File: config.mk
export PLATFORM = sky130hd
export DESIGN_NAME = decode_stage_v2
export DESIGN_NICKNAME = d
export VERILOG_FILES = /design/src/rtl/decode_stage_v2.sv
export SDC_FILE = /design/constraint.sdc
export NUM_CORES = 1
export LEC_CHECK = 0
export CAP_MARGIN = 10
export CORE_MARGIN = 2
export CORE_UTILIZATION = 43
export CTS_CLUSTER_DIAMETER = 100
export DETAILED_ROUTE_END_ITERATION = 10
export PLACE_DENSITY = 0.84
export SLEW_MARGIN = 20
export SYNTH_ARGS = -nofsm -noshare
export SYNTH_HDL_FRONTEND = slang
export SYNTH_SLANG_ARGS = --single-unit
File: constraint.sdc
create_clock -name clk -period 5.4 [get_ports clk]
set_input_delay 1.08 -clock clk [delete_from_list [all_inputs] [get_ports clk]]
set_output_delay 1.08 -clock clk [all_outputs]
set_load 0.005 [all_outputs]
File: src/rtl/decode_stage_v2.sv
// RV32 decode stage: decodes the IF/ID word and registers the control bundle into ID/EX,
// with valid tracking, downstream hold, load-use interlock, illegal flagging and optional M decode.
module decode_stage_v2 #(
  parameter int XLEN      = 32,
  parameter int ENABLE_M  = 1,
  parameter int ALUCODE_W = 5
) (
  input  logic                 clk,
  input  logic                 rst,
  input  logic [31:0]          ir,
  input  logic                 in_valid,
  input  logic [XLEN-1:0]      pc_in,
  input  logic [XLEN-1:0]      notbranch_in,
  input  logic                 flush,
  input  logic                 stall_in,
  output logic [4:0]           srcreg1_num,
  output logic [4:0]           srcreg2_num,
  output logic                 hazard_stall,
  output logic                 out_valid,
  output logic                 illegal,
  output logic [4:0]           dstreg_num,
  output logic [XLEN-1:0]      imm,
  output logic [ALUCODE_W-1:0] alucode,
  output logic                 using_r2,
  output logic                 using_pc,
  output logic                 write_reg,
  output logic [2:0]           info_load,
  output logic [1:0]           info_store,
  output logic [3:0]           info_branch,
  output logic [XLEN-1:0]      pc_out,
  output logic [XLEN-1:0]      notbranch_out,
  output logic [4:0]           ereg1_addr,
  output logic [4:0]           ereg2_addr
);
  localparam logic [6:0] OP_IMM    = 7'b0010011;
  localparam logic [6:0] OP_ROP    = 7'b0110011;
  localparam logic [6:0] OP_LUI    = 7'b0110111;
  localparam logic [6:0] OP_AUIPC  = 7'b0010111;
  localparam logic [6:0] OP_JAL    = 7'b1101111;
  localparam logic [6:0] OP_JALR   = 7'b1100111;
  localparam logic [6:0] OP_BRANCH = 7'b1100011;
  localparam logic [6:0] OP_STORE  = 7'b0100011;
  localparam logic [6:0] OP_LOAD   = 7'b0000011;

  localparam logic [ALUCODE_W-1:0] ALU_ADD    = ALUCODE_W'(0);
  localparam logic [ALUCODE_W-1:0] ALU_SUB    = ALUCODE_W'(1);
  localparam logic [ALUCODE_W-1:0] ALU_SLL    = ALUCODE_W'(2);
  localparam logic [ALUCODE_W-1:0] ALU_SLT    = ALUCODE_W'(3);
  localparam logic [ALUCODE_W-1:0] ALU_SLTU   = ALUCODE_W'(4);
  localparam logic [ALUCODE_W-1:0] ALU_XOR    = ALUCODE_W'(5);
  localparam logic [ALUCODE_W-1:0] ALU_SRL    = ALUCODE_W'(6);
  localparam logic [ALUCODE_W-1:0] ALU_SRA    = ALUCODE_W'(7);
  localparam logic [ALUCODE_W-1:0] ALU_OR     = ALUCODE_W'(8);
  localparam logic [ALUCODE_W-1:0] ALU_AND    = ALUCODE_W'(9);
  localparam logic [ALUCODE_W-1:0] ALU_LUI    = ALUCODE_W'(10);
  localparam logic [ALUCODE_W-1:0] ALU_UNUSED = ALUCODE_W'(15);

  localparam logic [2:0] NOTLOAD   = 3'd7;
  localparam logic [1:0] NOTSTORE  = 2'd3;
  localparam logic [3:0] NOTBRANCH = 4'd0;
  localparam logic [3:0] BR_JAL    = 4'd7;
  localparam logic [3:0] BR_JALR   = 4'd8;

  function automatic logic [ALUCODE_W-1:0] alu_base(input logic [2:0] f3, input logic alt);
    case (f3)
      3'b000:  alu_base = alt ? ALU_SUB : ALU_ADD;
      3'b001:  alu_base = ALU_SLL;
      3'b010:  alu_base = ALU_SLT;
      3'b011:  alu_base = ALU_SLTU;
      3'b100:  alu_base = ALU_XOR;
      3'b101:  alu_base = alt ? ALU_SRA : ALU_SRL;
      3'b110:  alu_base = ALU_OR;
      default: alu_base = ALU_AND;
    endcase
  endfunction

  logic [6:0] opcode;
  logic [2:0] funct3;
  logic [6:0] funct7;
  logic [4:0] rd;
  logic [XLEN-1:0] imm_i, imm_s, imm_b, imm_u, imm_j, imm_shamt;

  assign opcode      = ir[6:0];
  assign funct3      = ir[14:12];
  assign funct7      = ir[31:25];
  assign rd          = ir[11:7];
  assign srcreg1_num = ir[19:15];
  assign srcreg2_num = ir[24:20];

  assign imm_i     = {{(XLEN-12){ir[31]}}, ir[31:20]};
  assign imm_s     = {{(XLEN-12){ir[31]}}, ir[31:25], ir[11:7]};
  assign imm_b     = {{(XLEN-12){ir[31]}}, ir[7], ir[30:25], ir[11:8], 1'b0};
  assign imm_u     = {{(XLEN-31){ir[31]}}, ir[30:12], 12'b0};
  assign imm_j     = {{(XLEN-20){ir[31]}}, ir[19:12], ir[20], ir[30:21], 1'b0};
  assign imm_shamt = {{(XLEN-5){1'b0}}, ir[24:20]};

  logic                 bad, use1, use2, write_next, using_r2_next, using_pc_next;
  logic [ALUCODE_W-1:0] alucode_next;
  logic [XLEN-1:0]      imm_next;
  logic [2:0]           load_next;
  logic [1:0]           store_next;
  logic [3:0]           branch_next;

  always_comb begin
    bad           = 1'b0;
    use1          = 1'b0;
    use2          = 1'b0;
    write_next    = 1'b0;
    using_r2_next = 1'b0;
    using_pc_next = 1'b0;
    alucode_next  = ALU_UNUSED;
    imm_next      = '0;
    load_next     = NOTLOAD;
    store_next    = NOTSTORE;
    branch_next   = NOTBRANCH;
    case (opcode)
      OP_IMM: begin
        use1         = 1'b1;
        write_next   = 1'b1;
        alucode_next = alu_base(funct3, funct3 == 3'b101 && ir[30]);
        imm_next     = (funct3[1:0] == 2'b01) ? imm_shamt : imm_i;
      end
      OP_ROP: begin
        use1          = 1'b1;
        use2          = 1'b1;
        write_next    = 1'b1;
        using_r2_next = 1'b1;
        alucode_next  = alu_base(funct3, ir[30]);
        if (funct7 == 7'b0000001 && ENABLE_M != 0)
          alucode_next = ALUCODE_W'({2'b10, funct3});
        else if (!(funct7 == 7'b0000000 ||
                   (funct7 == 7'b0100000 && (funct3 == 3'b000 || funct3 == 3'b101))))
          bad = 1'b1;
      end
      OP_LUI: begin
        write_next   = 1'b1;
        alucode_next = ALU_LUI;
        imm_next     = imm_u;
      end
      OP_AUIPC: begin
        write_next    = 1'b1;
        using_pc_next = 1'b1;
        alucode_next  = ALU_ADD;
        imm_next      = imm_u;
      end
      OP_JAL: begin
        write_next    = 1'b1;
        using_pc_next = 1'b1;
        alucode_next  = ALU_ADD;
        imm_next      = imm_j;
        branch_next   = BR_JAL;
      end
      OP_JALR: begin
        use1         = 1'b1;
        write_next   = 1'b1;
        alucode_next = ALU_ADD;
        imm_next     = imm_i;
        branch_next  = BR_JALR;
      end
      OP_BRANCH: begin
        use1          = 1'b1;
        use2          = 1'b1;
        using_pc_next = 1'b1;
        alucode_next  = ALU_ADD;
        imm_next      = imm_b;
        // Beq..Bne map to 1..2, Blt..Bgeu to 3..6.
        if (funct3[2:1] == 2'b01) bad = 1'b1;
        else branch_next = funct3[2] ? {1'b0, funct3} - 4'd1 : {1'b0, funct3} + 4'd1;
      end
      OP_STORE: begin
        use1         = 1'b1;
        use2         = 1'b1;
        alucode_next = ALU_ADD;
        imm_next     = imm_s;
        if (funct3 >= 3'b011) bad = 1'b1;
        else store_next = funct3[1:0];
      end
      OP_LOAD: begin
        use1         = 1'b1;
        write_next   = 1'b1;
        alucode_next = ALU_ADD;
        imm_next     = imm_i;
        if (funct3 == 3'b011 || funct3 == 3'b110 || funct3 == 3'b111) bad = 1'b1;
        else load_next = funct3;
      end
      default: bad = 1'b1;
    endcase
  end

  assign hazard_stall = out_valid && (info_load != NOTLOAD) && (dstreg_num != 5'd0) &&
                        in_valid && !flush &&
                        ((use1 && srcreg1_num == dstreg_num) || (use2 && srcreg2_num == dstreg_num));

  logic take;
  assign take = !rst && in_valid && !flush && !stall_in && !hazard_stall;

  // Everything except a plain stall rewrites the bundle; a non-taken cycle writes a bubble.
  always_ff @(posedge clk) begin
    if (rst || flush || !stall_in) begin
      out_valid <= take;
      illegal   <= take && bad;
      if (rst) begin
        pc_out        <= '0;
        notbranch_out <= '0;
      end else if (take) begin
        pc_out        <= pc_in;
        notbranch_out <= notbranch_in;
      end
      if (take && !bad) begin
        write_reg   <= write_next;
        dstreg_num  <= write_next ? rd : 5'd0;
        imm         <= imm_next;
        alucode     <= alucode_next;
        using_r2    <= using_r2_next;
        using_pc    <= using_pc_next;
        info_load   <= load_next;
        info_store  <= store_next;
        info_branch <= branch_next;
        ereg1_addr  <= use1 ? srcreg1_num : 5'd0;
        ereg2_addr  <= use2 ? srcreg2_num : 5'd0;
      end else begin
        write_reg   <= 1'b0;
        dstreg_num  <= 5'd0;
        imm         <= '0;
        alucode     <= ALU_UNUSED;
        using_r2    <= 1'b0;
        using_pc    <= 1'b0;
        info_load   <= NOTLOAD;
        info_store  <= NOTSTORE;
        info_branch <= NOTBRANCH;
        ereg1_addr  <= 5'd0;
        ereg2_addr  <= 5'd0;
      end
    end
  end
endmodule

==> results of run 1 <==
[layout by cell type (no fill, tap or decap), types with 5 or more instances in the layout]
cell type        count
clkdlybuf4s50_1    240
nor4b_1              5
nor2b_1             69
xnor2_1              5
o21ai_0              9
inv_1                7
a22oi_1              5
nor3_1              13
edfxtp_1           130
nand3_1             11
nand2_1             36
and3_1              18
ha_1                 5
a21oi_1             32
o211ai_1             5
clkbuf_16           17
xor2_1               5
nor2_1              26
[power groups by stage]
stage | combinational (mW) | clock (mW) | sequential (mW)
global route | 0.359 | 1.20 | 1.21
detailed placement | 0.336 | 0 | 1.22
global placement | 0.330 | 0 | 1.22
finish | 0.337 | 1.15 | 1.20
CTS | 0.339 | 1.16 | 1.20
floorplan | 0.0915 | 0 | 1.23
[cell usage after synthesis, types with 3 or more instances]
cell      count
nand2_1      37
inv_1         7
xnor2_1       5
o21ai_0       9
nor4_1        4
nand2b_1      3
edfxtp_1    130
buf_4        10
nand3_1      11
clkbuf_1     17
o21bai_1      3
and3_1       18
a21oi_1      32
xor2_1        5
ha_1          5
buf_2         3
a22oi_1       5
nor2_1       26
nor4b_1       5
buf_6         5
nor3_1       13
nor2b_1      69
o211ai_1      5
nand3b_1      3
a211oi_1      4
[cell families after synthesis]
group | after synthesis | share of synthesized area (%)
AOI/OAI and AO/OA | 71 | 7.846
xor gates and xnor gates | 10 | 1.488
adders and majority gates | 5 | 1.063
DFF | 130 | 66.34
and+or+nand+nor | 201 | 18.94
buffers and inverters | 44 | 4.146
muxes | 1 | 0.1701
[worst register-to-register path, cell delays in order, from the launching register on]
cell and delay, ps:
edfxtp_1 390, a311oi_1 750, o2111ai_4 310, nand2b_1 430
nand2b_2 80, buf_4 360
[layer usage]
layer | part of all wire (%) | track usage [%] | wire, um | up-vias
met2 | 51 | 37.85 | 8345 | 247
met5 | 0 | 0 | 0 | -
li1 | - | - | - | 2134
met4 | 3.2 | 9.666 | 530 | 0
met1 | 38 | 26.09 | 6272 | 2161
met3 | 8.0 | 5.451 | 1326 | 39
[stage by stage]
step | std cells | setup slack, ps | area [um2] | hold WS, ps | util [%]
6_report | 878 | 563.9 | 8924 | 989.3 | 67.12
5_1_grt | 878 | 494.3 | 8924 | 989.8 | 67.12
4_1_cts | 878 | 637.6 | 8924 | 981.6 | 67.12
3_5_place_dp | 846 | 625.6 | 8329 | 980.0 | 62.65
3_3_place_gp | 846 | 703.4 | 8329 | 940.0 | 62.65
2_1_floorplan | 462 | 1226 | 5884 | 807.2 | -
[final cells by class]
cell class              count  share of cell area (%)
multi-input cells         288                   19.52
well taps                 176                   2.468
repair buffers            245                   27.31
clock inverters            14                   1.851
clock buffers              18                   4.809
flip-flops and latches    130                   43.75
inverters                   7                  0.2944
[how the worst max path moves through the flow]
stage	from	depth (start not counted)	slack [ps]	to
after floorplan	ir[3]	9	1230	notbranch_out[0]
after CTS	ir[2]	7	640	hazard_stall
after global routing	ir[2]	7	490	hazard_stall
after detailed placement	ir[2]	7	630	hazard_stall
final	ir[2]	7	560	hazard_stall
after global placement	ir[2]	7	700	hazard_stall
==> impl_metrics.toml, run 1 <==
[layout]
largest_registers = "imm (32), notbranch_out (32), pc_out (32)"
nets = 795
regArea_um2 = 3904
fill_cells = 942
antenna_cells = 0
multi_input_area_um2 = 1742
area_growth_pct = 51.65
drive_above_1_share_pct = 5.983

[setup_path]
rr_endpoint = "pc_out[9]"
cpPeakStageDelay_ps = 630
crit_top_cell = "clkdlybuf4s50_1"
worstSetupEndpointType = "output port"
path_class = "input port to output port"
cp.required_ps = 4320
crit_chain = "clkdlybuf4s50_1 > nand4bb_1 > a211oi_4 > and4_4 > o2111ai_4 > inv_1 > clkdlybuf4s50_1"
cp_top_family = "buffers and inverters"
rr_startpoint = "info_load[1]"
critical_path_buf_inv_count = 3
path_max_fanout = 13
critPathArrivalTime_ps = 3760
regToRegSetupSlack_ps = 2700
cp_slowest_cell = "clkdlybuf4s50_1"
reg2reg_depth = 5
crit_path_start_kind = "input port"

[logic_synthesis]
synth_edf_count = 130
ys.warnings.count = 0
yosysTopAreaCellShare_pct = 66.34
syn_nets = 568
synth-seq-cells = 130
ys_types = 45
synth_flop_cell = "edfxtp_1"
synth_area_per_cell_um2 = 12.74
seq_area_frac_synth_pct = 66.34
synth_top_area_cell = "edfxtp_1"
synthTopCellsByArea = "edfxtp_1 (66%), nor2b_1 (7.3%), a21oi_1 (2.7%)"
syn_inst = 462
syn_area_um2 = 5884
synth-async-reset-ratio_pct = 0

[sta]
max_slew_margin_pct = 37.60
fmax_mhz = 206.8
fin_skew_ps = 10.11
min_period_over_period_pct = 89.56
rsz0062_at_grt = "false"
min_period_ps = 4836
worstMarginPinSlew_ps = 932.6
report.final.slew_viol_count = 0
tns_ps = 0
finalSetupViolCount = 0
finalHoldViolCount = 0

[drt]
via_per_inst = 5.218
routed_wl_mm = 16.47
drcViolationCount = 0
wl_per_cell_um = 18.76
drt_pass1_iterations = 5
vias = 4581
drtIter0Drc = 404
drtAntennaViolNets = 0

[global_routing]
antenna_found_initial = 0
track_usage_pct = 22.01
grt_pass1_vias = 4471
grt_overflow = 0
grt_max_degree = 66
grt_pass1_wl_mm = 24.25

[floorplanning]
num_rows = 42
dieArea_um2 = 14640
die_y_um = 121.0
core_area_um2 = 13300
initial_core_util_pct = 44.26
die_w_um = 121.0
io_pins = 242

[placed_design]
hpwl_mm = 11.97
portBuffers = 241
gp_congestion = 0.8602

[hold_path]
holdCritPathClass = "flop to flop"
whs_endpoint = "imm[11]"
holdPathStages = 3
hold_path_startpoint = "info_load[0]"

[job]
maxCapViolCount = 0

[pwr]
internal_power_mw = 2.106
power.switching_mw = 0.5848
seq_power_share_pct = 44.6
clockPowerShare_pct = 42.9
p_leak_nw = 3.150
p_per_area_nw_per_um2 = 301.5
p_sw_share_pct = 21.73
total_power_mw = 2.690
vdd_drop_max_mv = 0.1712
comb_power_share_pct = 12.5

[clock_network]
cts_resized = 0
postCtsSetupBuffers = 0
holdBufCountCts = 0
cts_buffers = 17
cts-root-buf = "clkbuf_16"
cts_tree = "built"
cts_sinks = 130
worstSkewPairLatency_ps = 420
cts_max_level = 4
clk_pin_slew_worst_paths_ps = 60
clockBufferDepth = 2

[outcome]
status = "finished clean"
(Power assumes the default switching activity.)
==> inputs of run 2 (changes only) <==
- CAP_MARGIN: 10 -> 0
- GPL_ROUTABILITY_DRIVEN: not set -> 0
- REMOVE_ABC_BUFFERS: not set -> 1
==> run 2 against run 1 <==
Effect of this change: fmax increased by 0.77%; clock skew rose by 1.8 ps; routed wire length increased by 1.9%; non-clock buffer count stayed put; sequential share of layout area up 0.34 points; first-iteration DRC count is 13% higher; critical path type unchanged; highest routed layer unchanged.
==> impl_metrics.toml, run 2 (synthesis gave the netlist of run 1 again) <==
[outcome]
status = "finished clean"

[clock_network]
postCtsSetupBuffers = 0
holdBufCountCts = 0
clk_pin_slew_worst_paths_ps = 60
worstSkewPairLatency_ps = 410
cts-root-buf = "clkbuf_16"
cts_max_level = 4
cts_sinks = 130
cts_resized = 0
clockBufferDepth = 2
cts_buffers = 17
cts_tree = "built"

[setup_path]
reg2reg_depth = 7
crit_path_end = "hazard_stall"
path_class = "input port to output port"
rr_startpoint = "dstreg_num[1]"
crit_path_start_kind = "input port"
critPathArrivalTime_ps = 3720
path_max_fanout = 13
rr_endpoint = "pc_out[25]"
startpoint = "ir[2]"
worstSetupEndpointType = "output port"
regToRegSetupSlack_ps = 2650
cp.required_ps = 4320

[job]
maxCapViolCount = 0

[sta]
fin_skew_ps = 11.95
min_period_ps = 4799
min_period_over_period_pct = 88.88
worstMarginPinSlew_ps = 1051
rsz0062_at_grt = "false"
finalHoldViolCount = 0
report.final.slew_viol_count = 0
finalSetupViolCount = 0
fmax_mhz = 208.4
max_slew_margin_pct = 29.71
tns_ps = 0

[layout]
antenna_cells = 0
nets = 795
final_common_cell = "clkdlybuf4s50_1"
area_growth_pct = 50.48
drive_above_1_share_pct = 5.429
largest_registers = "imm (32), notbranch_out (32), pc_out (32)"
final_cell_mix = "clkdlybuf4s50_1 (240), edfxtp_1 (130), nor2b_1 (69)"

[global_routing]
grt_pass1_vias = 4542
track_usage_pct = 22.72
grt_pass1_wl_mm = 24.85
grt_overflow = 0
grt_max_degree = 65
antenna_found_initial = 0

[drt]
vias = 4628
via_per_inst = 5.283
drtIter0Drc = 456
routed_wl_mm = 16.79
drt_pass1_iterations = 5
drtAntennaViolNets = 0
wl_per_cell_um = 19.16
drcViolationCount = 0

[placed_design]
hpwl_mm = 12.26
portBuffers = 241

[pwr]
p_sw_share_pct = 21.82
internal_power_mw = 2.005
power.switching_mw = 0.5596
p_per_area_nw_per_um2 = 289.7
seq_power_share_pct = 46.9
total_power_mw = 2.565
clockPowerShare_pct = 40.0
vdd_drop_max_mv = 0.1976
p_leak_nw = 3.121
comb_power_share_pct = 13.2

[floorplanning]
die_y_um = 121.0
initial_core_util_pct = 44.26
core_area_um2 = 13300
io_pins = 242
num_rows = 42
die_w_um = 121.0
dieArea_um2 = 14640

[hold_path]
holdCritPathClass = "flop to flop"
run 2: how the worst min path moves through the flow:
stage                      start      end  slack (ps)  cells after the start
finish              info_load[1]  imm[11]         920                      3
global route        info_load[1]  imm[11]         950                      3
CTS                 info_load[1]  imm[11]         930                      3
detailed placement  info_load[1]  imm[11]         900                      3
global placement    info_load[2]  imm[11]         960                      3
floorplan           info_load[0]  imm[11]         810                      3
run 2: cell type report:
type                    instances  area (um2)
clock buffers                  19       432.9
clock inverters                11       92.59
fillers                       949        4441
inverters                       7       26.28
multi-input cells             288        1742
flip-flops and latches        130        3904
well taps                     176       220.2
repair buffers                245        2437
run 2: worst max-delay path, cell delays in order:
cell             delay [ps]
clkdlybuf4s50_1         630
nand4bb_1               510
a211oi_4                440
and4_4                  290
o2111ai_4               150
inv_1                    90
clkdlybuf4s50_1         530
run 2: per-layer routing:
layer  part of all wire (%)  GRT usage [%]  vias to the layer above
met4                   0.97          5.305                        0
met2                     52          39.78                      262
li1                       -              -                     2137
met1                     38          26.56                     2209
met3                    9.4          8.271                       20
met5                      0              0                        -
run 2: power groups by stage:
stage | Clock (mW) | Sequential [mW] | Combinational (mW)
2_1_floorplan | 0 | 1.23 | 0.0698
3_3_place_gp | 0 | 1.22 | 0.329
3_5_place_dp | 0 | 1.22 | 0.335
4_1_cts | 1.04 | 1.20 | 0.338
5_1_grt | 1.08 | 1.21 | 0.359
6_report | 1.03 | 1.20 | 0.337
run 2: per-stage QoR:
step / std cells / instance area [um2] / setup WS, ps / util, % / hold WS [ps]
3_5_place_dp: 846 / 8329 / 638.1 / 62.65 / 901.8
4_1_cts: 876 / 8855 / 630.8 / 66.60 / 927.8
5_1_grt: 876 / 8855 / 476.0 / 66.60 / 949.0
3_3_place_gp: 846 / 8329 / 772.6 / 62.65 / 956.4
6_report: 876 / 8855 / 600.6 / 66.60 / 920.5
2_1_floorplan: 425 / 5667 / 1173 / - / 807.2
